## src/rtl/sm83_irq_arb.sv

```systemverilog
// Interrupt flag capture, masked "nothing pending" NOR and fixed-priority
// request/acknowledge dispatch for the SM83 core (index 0 = highest priority).
module sm83_irq_arb #(
  parameter  int N_IRQ  = 5,
  parameter  int L_none = 21,
  localparam int VW     = $clog2(N_IRQ + 1)
) (
  input  logic             clk,
  input  logic             reset,
  input  logic [N_IRQ-1:0] req,
  input  logic [N_IRQ-1:0] ie,
  input  logic             ime,
  input  logic             wr_if,
  input  logic [N_IRQ-1:0] wdata,
  input  logic             ack,
  output logic [N_IRQ-1:0] if_q,
  output logic             pending,
  output logic             none,
  output logic             irq,
  output logic [VW-1:0]    vec_idx
);

  // Elmore delay model of the none net: N_IRQ series PMOS pull it up, one NMOS pulls it down.
  function automatic int r_pmos_ohm(input int w);
    return 12500 / w;
  endfunction

  function automatic int r_nmos_ohm(input int w);
    return 5000 / w;
  endfunction

  function automatic int tpd_elmore(input int load, input int r_ohm);
    return load * r_ohm;
  endfunction

  localparam int L_UNIT        = 1;
  localparam int NONE_TPD_RISE = tpd_elmore(L_none, r_pmos_ohm(5 * L_UNIT) * N_IRQ);
  localparam int NONE_TPD_FALL = tpd_elmore(L_none, r_nmos_ohm(5 * L_UNIT));

  typedef enum logic [1:0] {
    IDLE     = 2'd0,
    ARMED    = 2'd1,
    DISPATCH = 2'd2
  } state_t;

  state_t           state_q, state_d;
  logic [N_IRQ-1:0] req_prev_q;
  logic [N_IRQ-1:0] flags_q, flags_d;
  logic [VW-1:0]    vec_q, vec_d;

  logic [N_IRQ-1:0] req_edge;
  logic [N_IRQ-1:0] masked;
  logic [N_IRQ-1:0] ack_masked;
  logic [N_IRQ-1:0] clr;
  logic [VW-1:0]    sel;
  logic [VW-1:0]    ack_sel;
  logic             do_clr;

  function automatic logic [VW-1:0] lowest_set(input logic [N_IRQ-1:0] v);
    logic [VW-1:0] r;
    r = VW'(N_IRQ);
    for (int i = N_IRQ - 1; i >= 0; i--) begin
      if (v[i]) r = VW'(i);
    end
    return r;
  endfunction

  assign masked  = flags_q & ie;
  assign pending = |masked;
  assign none    = ~|masked;
  assign if_q    = flags_q;
  assign sel     = lowest_set(masked);

  // A same-cycle software write replaces the flags, so the acknowledged source
  // is chosen from the written value; writing the flag away yields the null vector.
  assign ack_masked = (wr_if ? wdata : flags_q) & ie;
  assign ack_sel    = lowest_set(ack_masked);

  for (genvar gi = 0; gi < N_IRQ; gi++) begin : g_flag
    assign req_edge[gi] = req[gi] & ~req_prev_q[gi];
    assign clr[gi]      = do_clr && (ack_sel == VW'(gi));
    assign flags_d[gi]  = req_edge[gi] | (wr_if ? wdata[gi] : (flags_q[gi] & ~clr[gi]));
  end

  always_comb begin
    state_d = state_q;
    vec_d   = vec_q;
    do_clr  = 1'b0;
    irq     = 1'b0;
    vec_idx = vec_q;
    case (state_q)
      IDLE: begin
        if (ime && (masked != '0)) state_d = ARMED;
      end
      ARMED: begin
        irq     = 1'b1;
        vec_idx = sel;
        if (ack) begin
          vec_d   = ack_sel;
          do_clr  = 1'b1;
          state_d = DISPATCH;
        end else if (!ime || (masked == '0)) begin
          state_d = IDLE;
        end
      end
      DISPATCH: begin
        state_d = IDLE;
      end
      default: begin
        state_d = IDLE;
      end
    endcase
  end

  always_ff @(posedge clk or posedge reset) begin
    if (reset) begin
      state_q    <= IDLE;
      req_prev_q <= '0;
      flags_q    <= '0;
      vec_q      <= '0;
    end else begin
      state_q    <= state_d;
      req_prev_q <= req;
      flags_q    <= flags_d;
      vec_q      <= vec_d;
    end
  end

endmodule

```

## config.mk

```make
export PLATFORM = sky130hd
export DESIGN_NAME = sm83_irq_arb
export DESIGN_NICKNAME = d
export VERILOG_FILES = /design/src/rtl/sm83_irq_arb.sv
export SDC_FILE = /design/constraint.sdc
export NUM_CORES = 1
export LEC_CHECK = 0
export CAP_MARGIN = 20
export CORE_MARGIN = 5
export CORE_UTILIZATION = 44
export CTS_BUF_LIST = sky130_fd_sc_hd__clkbuf_8
export CTS_CLUSTER_DIAMETER = 200
export DETAILED_ROUTE_END_ITERATION = 7
export PLACE_DENSITY = 0.81
export SLEW_MARGIN = 15
export SYNTH_ARGS = -nofsm -noshare
export SYNTH_HDL_FRONTEND = slang
export SYNTH_SLANG_ARGS = --single-unit
```

## constraint.sdc

```tcl
create_clock -name clk -period 2.06 [get_ports clk]
set_input_delay 0.412 -clock clk [delete_from_list [all_inputs] [get_ports clk]]
set_output_delay 0.412 -clock clk [all_outputs]
set_load 0.005 [all_outputs]
```

==> flow_summary.toml <==
[run_status]
status = "complete, no violations"

[die]
ios = 31
initial_core_util_pct = 46.23
die-area_um2 = 2742
die_y_um = 52.36
dieWidth_um = 52.36
fp-row-count = 15
coreArea_um2 = 1708

[sta]
final.setup_skew_ps = 0.7790
finalHoldViolations = 0
rsz0062_at_grt = "false"
max_slew.worst_pin.slew_ps = 569.6
finalMaxSlewViolations = 0
setup_viol = 0
slew-limit-headroom_pct = 61.98
period_needed_ps = 1976
period_share_pct = 95.94
fmax_mhz = 506.0
whs_ps = 436.5

[place]
hpwl_um = 1682
dpl_cell_area_um2 = 1184
place_congestion = 0.8559
io_buffers = 30

[power_and_ir_drop]
cellPowerDensity_nw_per_um2 = 672.6
ir_drop_uv = 440.6
p_leak_nw = 0.5742

[setup_path]
cp_max_fo = 5
crit_required_ps = 1650
crit_start = "ie[2]"
crit_path_end_kind = "output pin"
r2r_start = "if_q[1]$_DFF_PP0_"
cp.arrival_ps = 1560
startpoint_type = "primary input"
critPathKind = "in2out"

[clock_network]
clock_latency_ps = 250
clk_path_buf_depth = 2
cts_tree = "yes"
cts_made_buffers = 3
cts_hold_buf = 0
htreeDepth = 1
clock-root-buffer = "clkbuf_8"
clk_pin_slew_ps = 60
cts_sinks = 15

[cells_and_area]
area_growth_pct = 57.53
antenna_cells = 0
layout-drive-gt1-share_pct = 18.85
fin_area_um2 = 1244
nFillCells = 127
nets = 143
final_core_utilization_pct = 72.82

[min_path]
hold_path_class = "reg2reg"
worstHoldStart = "req_prev_q[4]$_DFF_PP0_"

[synth]
synth_flop_cell = "dfrtp_1"
yosysMostFrequentCell = "dfrtp_1"
yosysUniqueCellTypes = 25
ys_seq_area_share_pct = 47.54
ys_warn_count = 0
synth_area_um2 = 789.5
syn_nets = 99
postSynthCellCount = 79
synth_top_area_share_pct = 47.54
avgSynthCellArea_um2 = 9.994
yosys.area.top_type = "dfrtp_1"
synth_seq_cells = 15
postSynth.asyncResetShare_pct = 100.0
synth_edf_count = 0
synth_top_cells_by_area = "dfrtp_1, inv_1, o21ai_0"
ys_top_cells_by_count = "dfrtp_1, inv_1, nand2_1, o21ai_0"

[drt]
viasPerCell = 5.231
drtPass1Iterations = 3
wire_per_inst_um = 14.35
drt-initial-drc-count = 4
drt-total-wl_um = 2109
num_vias = 769
drc = 0
detail-route-antenna-nets = 0

[global_route]
grt_start_max_net_pins = 16
antenna_found_initial = 0
grt_pass1_vias = 795
grt_pass1_wl_um = 3456
met2_usage_pct = 29.75
busiest_layer = "met2"
met1_usage_pct = 19.96
grt_usage_pct = 17.57
gr-total-overflow = 0
grt_util_met3_pct = 3.989

[run]
maxCapViolCount = 0
-- timing repair --
item / in CTS / in global routing
cloned: 0 / 0
pin swaps: 0 / 1
gates resized for setup: 16 / 2
setup buffers: 1 / 0
endpoints found under the setup margin: 5 / 1
-- layer usage --
layer,vias up,share of wire [%]
met5,-,0
met1,365,42
met3,7,6.2
met2,30,49
li1,367,-
met4,0,2.5
-- critical path, stage by stage --
cell and delay, ps:
dlygate4sd2_1 290, a22oi_2 240, nand3b_1 140, a21oi_2 160
buf_4 130, clkdlybuf4s15_2 190
-- cell families (layout without fill, tap and decap cells) --
kind of cell / Yosys count / after routing / synth area share, %
flip-flops: 15 / 15 / 47.54
multiplexers: 5 / 5 / 7.448
AO/OA/AOI/OAI: 25 / 25 / 24.25
buffers and inverters: 12 / 55 / 5.863
AND/OR/NAND/NOR: 22 / 22 / 14.90
-- stage by stage --
stage               power, mW  instances  TNS, ps  worst slack (ps)
finish                 0.8365        147        0             83.58
global route           0.8845        147        0             17.00
CTS                    0.8416        147        0             74.12
detailed placement     0.6127        142    -2456            -454.2
global placement       0.6024        142    -2014            -363.6
floorplan              0.4576         79        0             559.4
-- registers in the layout (all words and copies together) (netlist names) --
register    count
if_q            5
req_prev_q      5
vec_q           3
state_q         2
-- cell usage in the layout, fill, tap and decap left out, drive strengths merged, types with 2 or more instances in the layout --
cell type      instances
clkdlybuf4s50         22
a221o                  3
and2                   2
o21ai                  7
clkdlybuf4s15          3
dfrtp                 15
a22oi                  3
dlygate4sd2            5
buf                   10
clkbuf                 3
a22o                   2
nand2b                 4
a21oi                  4
nor2b                  2
inv                   12
mux2                   4
nand2                  9
nand3b                 2
-- power breakdown --
part | leakage [nW] | internal, mW | switching, mW
sequential | 0.178 | 0.330 | 0.0274
clock | 0.0269 | 0.132 | 0.100
combinational | 0.369 | 0.146 | 0.101
total | 0.574 | 0.608 | 0.228
-- final timing paths --
path                       slack, ps  depth (start not counted)                       to
max in group asynchronous       1170                          2  req_prev_q[1]$_DFF_PP0_
min                              440                          1        if_q[4]$_DFF_PP0_
max reg2reg                      520                          4        if_q[2]$_DFF_PP0_
max                               80                          6                     none
min reg2reg                      440                          1        if_q[4]$_DFF_PP0_
min in group asynchronous        520                          2   state_q[1]$_DFFE_PP0P_
-- final cells by class --
cell class | instances | area [um2] | area share (%)
Clock buffer | 3 | 41.29 | 3.320
Clock inverter | 1 | 3.754 | 0.3018
Inverter | 11 | 41.29 | 3.320
Multi-Input combinational cell | 52 | 379.1 | 30.48
Sequential cell | 15 | 375.4 | 30.18
Tap cell | 25 | 31.28 | 2.515
Timing Repair Buffer | 40 | 371.6 | 29.88
No activity file was read; power rests on OpenSTA's default activity.
